--- src/rtl/alarm_annunciator.sv ---
// alarm_annunciator: registered output stage of the car alarm.
// Produces a blinking armed LED, a pulsed horn with bounded run time and a
// lockout flag, all paced by the divider tick and free of decode glitches.
module alarm_annunciator #(
  parameter int LED_ON_TICKS  = 1,
  parameter int LED_OFF_TICKS = 3,
  parameter int SIREN_TICKS   = 30
) (
  input  logic clock,
  input  logic reset,
  input  logic tick,
  input  logic status_ind,
  input  logic siren_req,
  output logic led,
  output logic horn,
  output logic siren_lockout
);

  localparam int CW   = (SIREN_TICKS > 1) ? $clog2(SIREN_TICKS) : 1;
  localparam int BMAX = (LED_ON_TICKS > LED_OFF_TICKS) ? LED_ON_TICKS : LED_OFF_TICKS;
  localparam int BW   = (BMAX > 1) ? $clog2(BMAX) : 1;

  localparam logic [CW-1:0] SOUND_LAST = CW'(SIREN_TICKS - 1);
  localparam logic [BW-1:0] ON_LAST    = BW'(LED_ON_TICKS - 1);
  localparam logic [BW-1:0] OFF_LAST   = BW'(LED_OFF_TICKS - 1);

  localparam logic [1:0] ST_IDLE    = 2'd0;
  localparam logic [1:0] ST_SOUND   = 2'd1;
  localparam logic [1:0] ST_LOCKOUT = 2'd2;

  logic [1:0]    state_q, state_d;
  logic [CW-1:0] sound_cnt_q, sound_cnt_d;
  logic          horn_q, horn_d;
  logic          lockout_q, lockout_d;
  logic          led_q, led_d;
  logic [BW-1:0] blink_cnt_q, blink_cnt_d;
  logic          blink_off_q, blink_off_d;
  logic          status_prev_q, status_prev_d;

  assign led           = led_q;
  assign horn          = horn_q;
  assign siren_lockout = lockout_q;

  // Siren FSM: horn toggles per tick in SOUND, times out into LOCKOUT.
  // A dropped request always wins over the final tick.
  always_comb begin
    state_d     = state_q;
    sound_cnt_d = sound_cnt_q;
    horn_d      = horn_q;
    case (state_q)
      ST_IDLE: begin
        horn_d      = 1'b0;
        sound_cnt_d = '0;
        if (siren_req) begin
          state_d = ST_SOUND;
          horn_d  = 1'b1;
        end
      end
      ST_SOUND: begin
        if (!siren_req) begin
          state_d     = ST_IDLE;
          horn_d      = 1'b0;
          sound_cnt_d = '0;
        end else if (tick) begin
          if (sound_cnt_q == SOUND_LAST) begin
            state_d = ST_LOCKOUT;
            horn_d  = 1'b0;
          end else begin
            // Increment only below the last value, so the counter saturates.
            horn_d      = ~horn_q;
            sound_cnt_d = sound_cnt_q + CW'(1);
          end
        end
      end
      ST_LOCKOUT: begin
        horn_d = 1'b0;
        if (!siren_req) state_d = ST_IDLE;
      end
      default: begin
        state_d     = ST_IDLE;
        horn_d      = 1'b0;
        sound_cnt_d = '0;
      end
    endcase
    lockout_d = (state_d == ST_LOCKOUT);
  end

  // LED blink engine. Keyed on the next siren state so the LED goes solid in
  // the same cycle the horn starts, and resumes from a fresh ON phase on exit.
  always_comb begin
    blink_cnt_d   = blink_cnt_q;
    blink_off_d   = blink_off_q;
    led_d         = led_q;
    status_prev_d = status_ind;
    if (state_d == ST_SOUND) begin
      blink_cnt_d = '0;
      blink_off_d = 1'b0;
      led_d       = 1'b1;
    end else if (!status_ind) begin
      blink_cnt_d = '0;
      blink_off_d = 1'b0;
      led_d       = 1'b0;
    end else if (!status_prev_q) begin
      // Arming edge: start the ON phase; a coincident tick is not counted.
      blink_cnt_d = '0;
      blink_off_d = 1'b0;
      led_d       = 1'b1;
    end else begin
      if (tick) begin
        if (!blink_off_q) begin
          if (blink_cnt_q == ON_LAST) begin
            blink_off_d = 1'b1;
            blink_cnt_d = '0;
          end else begin
            blink_cnt_d = blink_cnt_q + BW'(1);
          end
        end else begin
          if (blink_cnt_q == OFF_LAST) begin
            blink_off_d = 1'b0;
            blink_cnt_d = '0;
          end else begin
            blink_cnt_d = blink_cnt_q + BW'(1);
          end
        end
      end
      led_d = !blink_off_d;
    end
  end

  // State and output registers with asynchronous active-low clear.
  always_ff @(posedge clock or negedge reset) begin
    if (!reset) begin
      state_q       <= ST_IDLE;
      sound_cnt_q   <= '0;
      horn_q        <= 1'b0;
      lockout_q     <= 1'b0;
      led_q         <= 1'b0;
      blink_cnt_q   <= '0;
      blink_off_q   <= 1'b0;
      status_prev_q <= 1'b0;
    end else begin
      state_q       <= state_d;
      sound_cnt_q   <= sound_cnt_d;
      horn_q        <= horn_d;
      lockout_q     <= lockout_d;
      led_q         <= led_d;
      blink_cnt_q   <= blink_cnt_d;
      blink_off_q   <= blink_off_d;
      status_prev_q <= status_prev_d;
    end
  end

endmodule

--- config.mk ---
export PLATFORM = sky130hd
export DESIGN_NAME = alarm_annunciator
export DESIGN_NICKNAME = d
export VERILOG_FILES = /design/src/rtl/alarm_annunciator.sv
export SDC_FILE = /design/constraint.sdc
export NUM_CORES = 1
export LEC_CHECK = 0
export CORE_MARGIN = 2
export CORE_UTILIZATION = 50
export DETAILED_ROUTE_END_ITERATION = 6
export PLACE_DENSITY = 0.71
export REMOVE_ABC_BUFFERS = 1
export SLEW_MARGIN = 20
export SYNTH_ARGS = -nofsm -noshare
export SYNTH_HDL_FRONTEND = slang
export SYNTH_SLANG_ARGS = --single-unit
--- constraint.sdc ---
create_clock -name clock -period 1.8 [get_ports clock]
set_clock_uncertainty 0.2 [all_clocks]
set_input_delay 0.27 -clock clock [delete_from_list [all_inputs] [get_ports clock]]
set_output_delay 0.27 -clock clock [all_outputs]
set_load 0.01 [all_outputs]
# --- Word level (Yosys, flattened, before mapping) ---
# Index checks and enable logic that the tools add are counted.
word_totals:
  reg_bits: 14
  latchBits: 0
  ramBits: 0
  rom_bits: 0
  in_bits: 5
  out_inout_bits: 3
  elab_cells: 60
  n_memories: 0
op_classes:
  add_sub_neg: 2
  n_mul: 0
  div: 0
  n_lt_le_gt_ge: 0
  n_eq_ne: 9
  shifts: 0
  mux: 35
  bitwise: 2
  reduce_logical: 4
op_table:
  columns: ["operator", "count"]
  rows:
  - ["two-way mux 2 bit", 12]
  - ["two-way mux 1 bit", 17]
  - ["two-way mux 5 bit", 3]
  - ["one-hot mux 5 bit (2 select lines)", 1]
  - ["== test 2 bit, second input constant", 3]
  - ["!= test 3 bit, second input constant", 2]
  - ["one-hot mux 2 bit (3 select lines)", 1]
  - ["adder 5 x 1 -> 5 bit, second input constant", 1]
  - ["== test 5 bit, second input constant", 1]
  - ["== test 2 x 1 -> 1 bit, second input constant", 2]
  - ["zero test 2 bit", 2]
  - ["!= test 4 x 3 -> 1 bit, second input constant", 1]
  - ["AND reduction 3 bit", 1]
  - ["adder 2 x 1 -> 2 bit, second input constant", 1]
  - ["inverter 1 bit", 2]
  - ["one-hot mux 1 bit (2 select lines)", 1]
  - ["zero test 1 bit", 1]

# --- Longest topological paths before layout ---
# Gate-level depths: netlist of the first run.
depth:
  word_depth: 11
  mapped_depth: 5
  ltp_nobuf: 5

# --- Least setup slack after synthesis of the first run ---
# No wires, ideal clock.
synth_timing:
  kind: "reg2reg"
  start: "register sound_cnt_q[0]"
  end: "register horn_q (netlist: horn)"
  setup_time_ns: 0.082
  arrival_time_ns: 1.284
  slack_ns: 0.234
  stages_incl_launch_ff: 5
  period_less_slack_ns: 1.566
  path_cell_list: "dfrtp_1 -> ha_1 -> and4_4 -> or3_1 -> a31oi_1"
synth_via:
  elab_chain_cells: 5
synth_lines:
  columns: ["item", "line_no", "text"]
  rows:
  - ["from (decl)", "32", "logic [CW-1:0] sound_cnt_q, sound_cnt_d;"]
  - ["from (signal assigned)", "143", "sound_cnt_q <= sound_cnt_d;"]
  - ["== test 5 bit", "65", "if (sound_cnt_q == SOUND_LAST) begin"]
  - ["two-way mux 1 bit", "65", null]
  - ["two-way mux 1 bit", "64", "end else if (tick) begin"]
  - ["two-way mux 1 bit", "60", "if (!siren_req) begin"]
  - ["one-hot mux 1 bit (2 select lines)", "50", "case (state_q)"]
  - ["to (signal assigned)", "144", "horn_q <= horn_d;"]
  - ["to (decl)", "33", "logic horn_q, horn_d;"]
# No other way between the ends. The select of a mux whose other input is x is not followed.
# A chain may end at the register's enable or synchronous reset.

# --- Worst setup path in the final report of the first run ---
layout_timing:
  start: "register horn_q (netlist: horn)"
  end: "output port horn"
layout_rtl:
  columns: ["item", "line_no", "text"]
  rows:
  - ["to (decl)", "15", "output logic horn,"]
# No word-level cell between the ends.

==> key figures, run 1 <==
Clocking
  – Worst-path clk slew: 0.09 ns
  – CTS tree: done
  – Clk_lat worst skew: roughly 0.28 ns
  – Post-CTS Setup Repair Bufs: 0
  – Clock root cell: clkbuf_4
  – Inserted Clock Buffers: 3
  – Longest Clk Path Bufs: 2
  – H-tree levels: 1
  – Clock Sinks: 14

Detailed routing
  – DR WL/cell: 14.3 um
  – WL final: 1500 um
  – DRC Markers: 0
  – Post-DRT Antenna Nets: 0
  – 1st-pass router iterations: 4
  – DR iter-0 viols: 11
  – Vias per std cell: 5.97
  – Vias: 627

Setup path
  – CP top delay family: buffers and inverters
  – CP Data Required Time: around 1.3 ns
  – CP Launch Type: flip-flop
  – Setup CP Type: reg2out
  – R2R depth: 4
  – Cells along the critical path: clkdlybuf4s50_1
  – Critical Path Max Stage Delay: 0.55 ns
  – Crit path DAT: 1.22 ns
  – Critical path's slowest cell: clkdlybuf4s50_1
  – CP endpoint kind: output port
  – Crit path max fanout: 3
  – Reg-to-reg slack, setup: 0.13 ns
  – WP depth: 1
  – CP Buf/Inv Count: 1

Synth
  – Synth Register Bits: 14
  – YS warnings: 0
  – Primary FF master, synth: dfrtp_1
  – Seq/Total Area, Yosys: 0.440
  – Post-Syn Instances: 74
  – Library cells used by synthesis: 34
  – Post-synthesis average cell area: 10.8 um^2
  – Synth cell count leaders: dfrtp_1 (14), inv_1 (6), ha_1 (5)
  – Area leader, netlist: dfrtp_1
  – EDFF count, synth: 0
  – Synthesized cell area: about 800 um^2
  – Count leader, synth: dfrtp_1
  – Async SR Flop Fraction: 1.00
  – Synth top area share: 0.440
  – Top cells by area, synth: dfrtp_1 (44%), ha_1 (7.9%), a41oi_4 (3.5%), a31oi_1 (3.1%), inv_1 (2.8%)

Layout
  – Share of cells above drive strength 1: 0.202
  – Layout Nets: 100
  – Final instance area: 955 um^2
  – Area Growth Syn to Fin: 20.0%
  – Antenna cells: 0

Flow run
  – MaxCap Viol Count: 0

Place
  – Number of port buffers: 7
  – Dpl hpwl: approximately 1100 um
  – Post-DP Area: 918 um^2
  – Post-placement setup slack: -0.00628 ns
  – GPL Wtd Cong: 0.804

Timing
  – Final setup viols: 0
  – Worst slew margin: 0.704
  – Final period util: 0.938
  – Fmax: 0.592 GHz
  – Setup ws final: 0.111 ns
  – Setup repair after global routing missed its margin: false
  – Min Tclk post-route: 1.69 ns
  – Max Transition Viols Final: 0
  – Worst slew pin tran: about 0.44 ns
  – Fin. Hold Viols: 0

Floorplanning
  – Die width: ~44 um
  – Starting density of the core: 0.528
  – Core Region: 1510 um^2
  – Num rows: 14
  – Die H: about 44 um
  – I/O pins: 8
  – Die Area: 1930 um^2

Outcome
  – Status: finished clean

Global routing
  – Global-route wire length before repair: 2670 um
  – Largest net degree at the start of global routing: 15
  – Remaining Overflow, GRT: 0
  – Initial antenna violation count: 0
  – Gr usage total: 0.192
  – Vias in the first global route: 595

Power
  – Max VDD drop: 0.553 mV
  – PD cells: 743 nW/um^2
  – P_leak: just under 0.4 nW

Worst hold path
  – Hold Path Class: in2async
## layout make-up
cell class                      count  area, um^2
Inverter                            7        28.8
Timing Repair Buffer               13         115
Clock buffer                        4        36.3
Tap cell                           16        20.0
Fill cell                         134         552
Multi-Input combinational cell     51         404
Sequential cell                    14         350
## metal layers
layer	vias up	wire length, um	global-route usage
li1	307	-	-
met1	302	737	0.267
met2	16	667	0.282
met3	2	71	0.0458
met4	0	21	0.0909
met5	-	0	0
## stage by stage
stage / cells / utilization / total power, mW / hold slack [ns] / TNS, ns
finish: 105 / 0.634 / 0.709 / 0.0903 / 0
global route: 105 / 0.634 / 0.741 / 0.103 / 0
CTS: 105 / 0.634 / 0.718 / 0.0946 / 0
detailed placement: 101 / 0.610 / 0.483 / 0.325 / -0.00628
global placement: 101 / 0.610 / 0.481 / 0.321 / 0
floorplan: 72 / - / 0.418 / -0.226 / 0
## state kept, by name, indices dropped and copies added, names as in the netlist
signal	cells
blink_off_q	1
sound_cnt_q	5
led	1
state_q	2
horn	1
status_prev_q	1
blink_cnt_q	2
siren_lockout	1
## power by group
part           leakage (nW)  total, mW  internal, mW  switching (mW)
Clock                0.0210      0.232         0.123           0.109
Combinational         0.192      0.124        0.0617          0.0623
Sequential            0.184      0.354         0.332          0.0214
Total                 0.397      0.709         0.517           0.192
## cell families after synthesis
family / count (synthesis) / synth area share
AOI/OAI and AO/OA: 17 / 0.173
adders and majority gates: 5 / 0.0786
buffers and inverters: 9 / 0.0519
DFF: 14 / 0.440
and+or+nand+nor: 25 / 0.203
muxes: 4 / 0.0535
## layout by cell type (no fill, tap or decap), types with 3 or more instances in the layout
master | synthesis | routed
ha_1 | 5 | 5
clkdlybuf4s50_1 | 0 | 7
nand3_1 | 4 | 4
a31oi_1 | 4 | 4
buf_4 | 0 | 6
dfrtp_1 | 14 | 14
nor3_1 | 3 | 3
inv_1 | 6 | 6
nand2_1 | 4 | 4
clkbuf_4 | 1 | 3
## worst paths after layout
| check | startpoint | end |
|---|---|---|
| worst max-delay path | horn | horn |
| worst min-delay path | reset | sound_cnt_q[1] |
| worst max register to register | sound_cnt_q[0] | horn |
| worst min register to register | status_prev_q | blink_cnt_q[0] |
| max in group asynchronous | reset | horn |
| min in group clock | status_ind | status_prev_q |
## what timing repair did
action                                  CTS  global route
hold buffers                              0             0
endpoints found under the setup margin    0             1
resized for setup                         0             1
(Power assumes the default switching activity.)
==> run 2, diff against run 1 <==
--- a/config.mk
+++ b/config.mk
@@ -5,11 +5,11 @@
 export SDC_FILE = /design/constraint.sdc
 export NUM_CORES = 1
 export LEC_CHECK = 0
-export CORE_MARGIN = 2
 export CORE_UTILIZATION = 50
 export DETAILED_ROUTE_END_ITERATION = 6
 export PLACE_DENSITY = 0.71
 export REMOVE_ABC_BUFFERS = 1
+export SKIP_LAST_GASP = 1
 export SLEW_MARGIN = 20
 export SYNTH_ARGS = -nofsm -noshare
 export SYNTH_HDL_FRONTEND = slang
==> run 2 against run 1 <==
- wire length fell by 2.7%
- largest cell class unchanged
- critical path depth rose by 3
- sequential share of layout area rose by 1.1 points
- first-iteration DRC count rose by 64%
==> key figures, run 2 (synthesis results as in run 1) <==
Power
  – Net Sw Power: between 0.15 and 0.2 mW
  – Max VDD drop: 0.505 mV
  – Part of the power in combinational logic: 0.173
  – Switching share of power: 0.273
  – PD cells: a little under 700 nW/um^2
  – Share of total power in the clock network: 0.269
  – P_leak: 0.380 nW
  – Internal power: 0.460 mW
  – Sequential fraction of design power: 0.559

Timing
  – Worst slew margin: 0.747
  – Final setup viols: 0
  – Min Tclk post-route: ~1.7 ns
  – Worst slew pin tran: 0.378 ns
  – Setup repair after global routing missed its margin: false
  – Max Transition Viols Final: 0
  – Fin. Hold Viols: 0
  – Fmax: 0.585 GHz
  – Final period util: 0.949

Clocking
  – H-tree levels: 1
  – Hold Buf Count CTS: 0
  – Clock root cell: clkbuf_4
  – CTS resizes: 0
  – CTS tree: done
  – Clock Sinks: 14
  – Inserted Clock Buffers: 3
  – Clk_lat worst skew: 0.28 ns
  – Worst-path clk slew: around 0.080 ns
  – Post-CTS Setup Repair Bufs: 0
  – Longest Clk Path Bufs: 2

Place
  – Post-DP Area: 903 um^2
  – Dpl hpwl: approximately 1100 um
  – Number of port buffers: 7
  – Placed cells: just under 100
  – GPL Wtd Cong: 0.723

Floorplanning
  – Num rows: 14
  – Starting density of the core: 0.534
  – Die width: 41.9 um
  – Die H: 41.9 um
  – Die Area: around 1800 um^2
  – Core Region: 1490 um^2
  – I/O pins: 8

Global routing
  – Gr usage total: 0.195
  – Remaining Overflow, GRT: 0
  – Global-route wire length before repair: around 2600 um
  – Vias in the first global route: 601
  – Initial antenna violation count: 0
  – Largest net degree at the start of global routing: 15

Outcome
  – Status: finished clean

Setup path
  – Reg2reg start: sound_cnt_q[0]
  – CP Data Required Time: 1.80 ns
  – Setup crit end: horn
  – Crit path launch: sound_cnt_q[0]
  – Setup CP Type: reg2reg
  – CP endpoint kind: flip-flop
  – R2R depth: 4
  – Endpoint of the worst register-to-register path: horn
  – Crit path DAT: 1.71 ns
  – Crit path max fanout: 6
  – CP Launch Type: flip-flop
  – Reg-to-reg slack, setup: 0.09 ns

Detailed routing
  – DR WL/cell: between 10 and 15 um
  – WL final: 1460 um
  – DRC Markers: 0
  – Vias: just over 600
  – DR iter-0 viols: 18
  – Vias per std cell: 6.11
  – Post-DRT Antenna Nets: 0
  – 1st-pass router iterations: 4

Layout
  – Largest register by flop count: sound_cnt_q
  – Antenna cells: 0
  – Final instance area: 926 um^2
  – Top Registers: sound_cnt_q x5, blink_cnt_q x2, state_q x2
  – Most frequent cells in the layout: dfrtp_1 (14), clkdlybuf4s50_1 (7), inv_1 (6)
  – Share of cells above drive strength 1: 0.174
  – Final std cells w/o fill: 102
  – Area Growth Syn to Fin: 16.4%
  – Largest register FFs: 5
  – Commonest non-fill, non-tap cell in the layout: dfrtp_1
  – Layout Nets: 98

Flow run
  – MaxCap Viol Count: 0

Worst hold path
  – Hold Path Class: in2async
run 2: worst min-delay path by stage:
stage | start | endpoint | slack, ns | cells past startpoint
2_1_floorplan | reset | blink_cnt_q[0] | -0.23 | 0
3_3_place_gp | status_prev_q | blink_cnt_q[0] | 0.33 | 2
3_5_place_dp | status_prev_q | blink_cnt_q[0] | 0.33 | 2
4_1_cts | reset | sound_cnt_q[0] | 0.09 | 2
5_1_grt | reset | sound_cnt_q[1] | 0.11 | 2
6_report | reset | sound_cnt_q[0] | 0.09 | 2
run 2: cell type report:
| cell class | count | area (um^2) |
|---|---|---|
| inverter | 7 | 28.8 |
| tap | 16 | 20.0 |
| fill | 124 | 563 |
| multi-input combinational | 51 | 404 |
| sequential | 14 | 350 |
| timing repair buffer | 11 | 100 |
| clock buffer | 3 | 22.5 |
run 2: per-layer routing:
metal  vias up  routed length [um]  global-route usage
met5         -                   0                   0
met4         0                  14               0.116
met3         2                  50              0.0391
met2        13                 681               0.297
met1       304                 710               0.257
li1        304                   -                   -
run 2: per-stage QoR:
step | power (mW) | setup slack, ns | hold WS (ns) | utilization | setup TNS, ns
floorplan | 0.418 | 0.234 | -0.226 | - | 0
global placement | 0.467 | -0.00471 | 0.327 | 0.607 | -0.00471
detailed placement | 0.470 | -0.0591 | 0.334 | 0.607 | -0.199
CTS | 0.646 | 0.0820 | 0.0915 | 0.622 | 0
global route | 0.672 | 0.00224 | 0.112 | 0.622 | 0
finish | 0.632 | 0.0915 | 0.0923 | 0.622 | 0
run 2: power by group through the flow:
stage          registers, mW  clock network, mW  logic [mW]
3_5_place_dp           0.360                  0       0.110
3_3_place_gp           0.359                  0       0.108
5_1_grt                0.357              0.192       0.123
2_1_floorplan          0.356                  0      0.0620
6_report               0.353              0.170       0.109
4_1_cts                0.354              0.181       0.111
run 2: worst max-delay path: stages (launching register included):
cell and delay, ns:
dfrtp_1 0.43, ha_1 0.32, and4_4 0.20, or3_1 0.31, a31oi_1 0.17
==> run 3, diff against run 2 <==
--- a/config.mk
+++ b/config.mk
@@ -7,7 +7,7 @@
 export LEC_CHECK = 0
 export CORE_UTILIZATION = 50
 export DETAILED_ROUTE_END_ITERATION = 6
-export PLACE_DENSITY = 0.71
+export PLACE_DENSITY = 0.82
 export REMOVE_ABC_BUFFERS = 1
 export SKIP_LAST_GASP = 1
 export SLEW_MARGIN = 20
==> run 3 against run 2 <==
- worst setup slack better by 0.030 ns
- wire length is 3.9% higher
- largest cell class unchanged
- critical path depth shrank 3
- core utilization grew 1.9 points
- sequential share of layout area shrank 1.1 points
- highest routed layer unchanged
- via count up 2.1%
- maximum frequency grew 1.8%
- hold slack got worse by 0.012 ns
- sequential power about the same
- cell count is 0.98% higher
==> key figures, run 3 (synthesis results as in run 1) <==
Clocking
  – Clk_lat worst skew: ~0.29 ns
  – CTS tree: done
  – Longest Clk Path Bufs: 2
  – H-tree levels: 1
  – Clock root cell: clkbuf_4
  – Inserted Clock Buffers: 3
  – Post-CTS Setup Repair Bufs: 0
  – Worst-path clk slew: around 0.09 ns
  – Clock Sinks: 14

Global routing
  – Initial antenna violation count: 0
  – Gr usage total: 0.197
  – Remaining Overflow, GRT: 0
  – Largest net degree at the start of global routing: 15
  – Vias in the first global route: 625
  – Global-route wire length before repair: between 2000 and 3000 um

Flow run
  – MaxCap Viol Count: 0

Detailed routing
  – 1st-pass router iterations: 4
  – Vias per std cell: a little over 6
  – DR WL/cell: 14.7 um
  – DR iter-0 viols: 19
  – Vias: 636
  – WL final: 1510 um
  – DRC Markers: 0
  – Post-DRT Antenna Nets: 0

Setup path
  – Setup CP Type: reg2out
  – CP endpoint kind: output port
  – Crit path max fanout: 3
  – Critical Path Max Stage Delay: 0.54 ns
  – CP Launch Type: flip-flop
  – Crit path DAT: 1.21 ns
  – Reg2reg start: sound_cnt_q[1]
  – Cells along the critical path: clkdlybuf4s50_1
  – Reg-to-reg slack, setup: 0.17 ns
  – R2R depth: 5
  – CP Data Required Time: 1.33 ns
  – CP top delay family: buffers and inverters
  – Critical path's slowest cell: clkdlybuf4s50_1
  – CP Buf/Inv Count: 1
  – Endpoint of the worst register-to-register path: sound_cnt_q[2]

Place
  – Dpl hpwl: 1160 um
  – Number of port buffers: 7
  – GPL Wtd Cong: 0.829
  – Post-DP Area: 916 um^2
  – Post-placement setup slack: 0.0337 ns

Timing
  – Final hold slack: 0.0805 ns
  – Fin. Hold Viols: 0
  – Worst slew pin tran: 0.311 ns
  – Final period util: 0.932
  – Final setup viols: 0
  – Setup repair after global routing missed its margin: false
  – Min Tclk post-route: 1.68 ns
  – Setup Total Neg Slack: 0 ns
  – Fmax: 0.596 GHz
  – Worst slew margin: 0.790
  – Max Transition Viols Final: 0
  – Setup ws final: 0.122 ns

Layout
  – Largest register by flop count: sound_cnt_q
  – Largest register FFs: 5
  – Layout Nets: 98
  – Antenna cells: 0
  – # fillers: 125
  – Commonest non-fill, non-tap cell in the layout: dfrtp_1
  – Most frequent cells in the layout: dfrtp_1 (14), clkdlybuf4s50_1 (7), inv_1 (6)
  – Final instance area: roughly 950 um^2
  – Top Registers: sound_cnt_q x5, blink_cnt_q x2, state_q x2
  – Area occupied by multi-input gates: a little over 400 um^2
  – Share of cells above drive strength 1: 0.195
  – Reg area: 350 um^2
  – Area Growth Syn to Fin: 20.0%

Power
  – PD cells: 734 nW/um^2
  – Max VDD drop: 0.644 mV
  – P_leak: 0.391 nW
  – Final Power: 0.701 mW

Worst hold path
  – Hold Path Class: in2async

Floorplanning
  – Die Area: 1760 um^2
  – Die width: 41.9 um
  – I/O pins: 8
  – Num rows: 14
  – Core Region: around 1500 um^2
  – Starting density of the core: 0.534
  – Die H: 41.9 um

Outcome
  – Status: finished clean
[run 3: stage by stage]
stage / utilization / std cells
final: 0.641 / 103
after global routing: 0.641 / 103
after floorplan: - / 72
after global placement: 0.615 / 99
after CTS: 0.639 / 103
after detailed placement: 0.615 / 99
[run 3: final cells by class]
class                   instances  area share
flip-flops and latches         14       0.367
repair buffers                 11       0.118
inverters                       7      0.0301
clock buffers                   4      0.0380
multi-input cells              51       0.426
well taps                      16      0.0210
[run 3: worst max-delay path by stage]
stage,startpoint,endpoint,slack [ns],cells after the start
final,horn,horn,0.12,1
after global routing,sound_cnt_q[1],horn,0.06,5
after CTS,sound_cnt_q[1],horn,0.08,5
after detailed placement,tick,horn,0.03,5
after global placement,tick,horn,0.06,5
after floorplan,sound_cnt_q[0],horn,0.23,4
[run 3: power by group]
group	total [mW]	internal [mW]	switching, mW
Combinational	0.117	0.0555	0.0617
Clock	0.230	0.123	0.107
Sequential	0.354	0.332	0.0217
Total	0.701	0.511	0.190
[run 3: metal layers]
| layer | wire [um] | track usage |
|---|---|---|
| met5 | 0 | 0 |
| met4 | 29 | 0.0968 |
| met3 | 92 | 0.0435 |
| met2 | 748 | 0.313 |
| met1 | 642 | 0.253 |
[run 3: timing repair]
item | 4_1_cts | 5_1_grt
gates resized for setup | 0 | 1
hold buffers | 0 | 0
setup endpoints to repair | 0 | 1
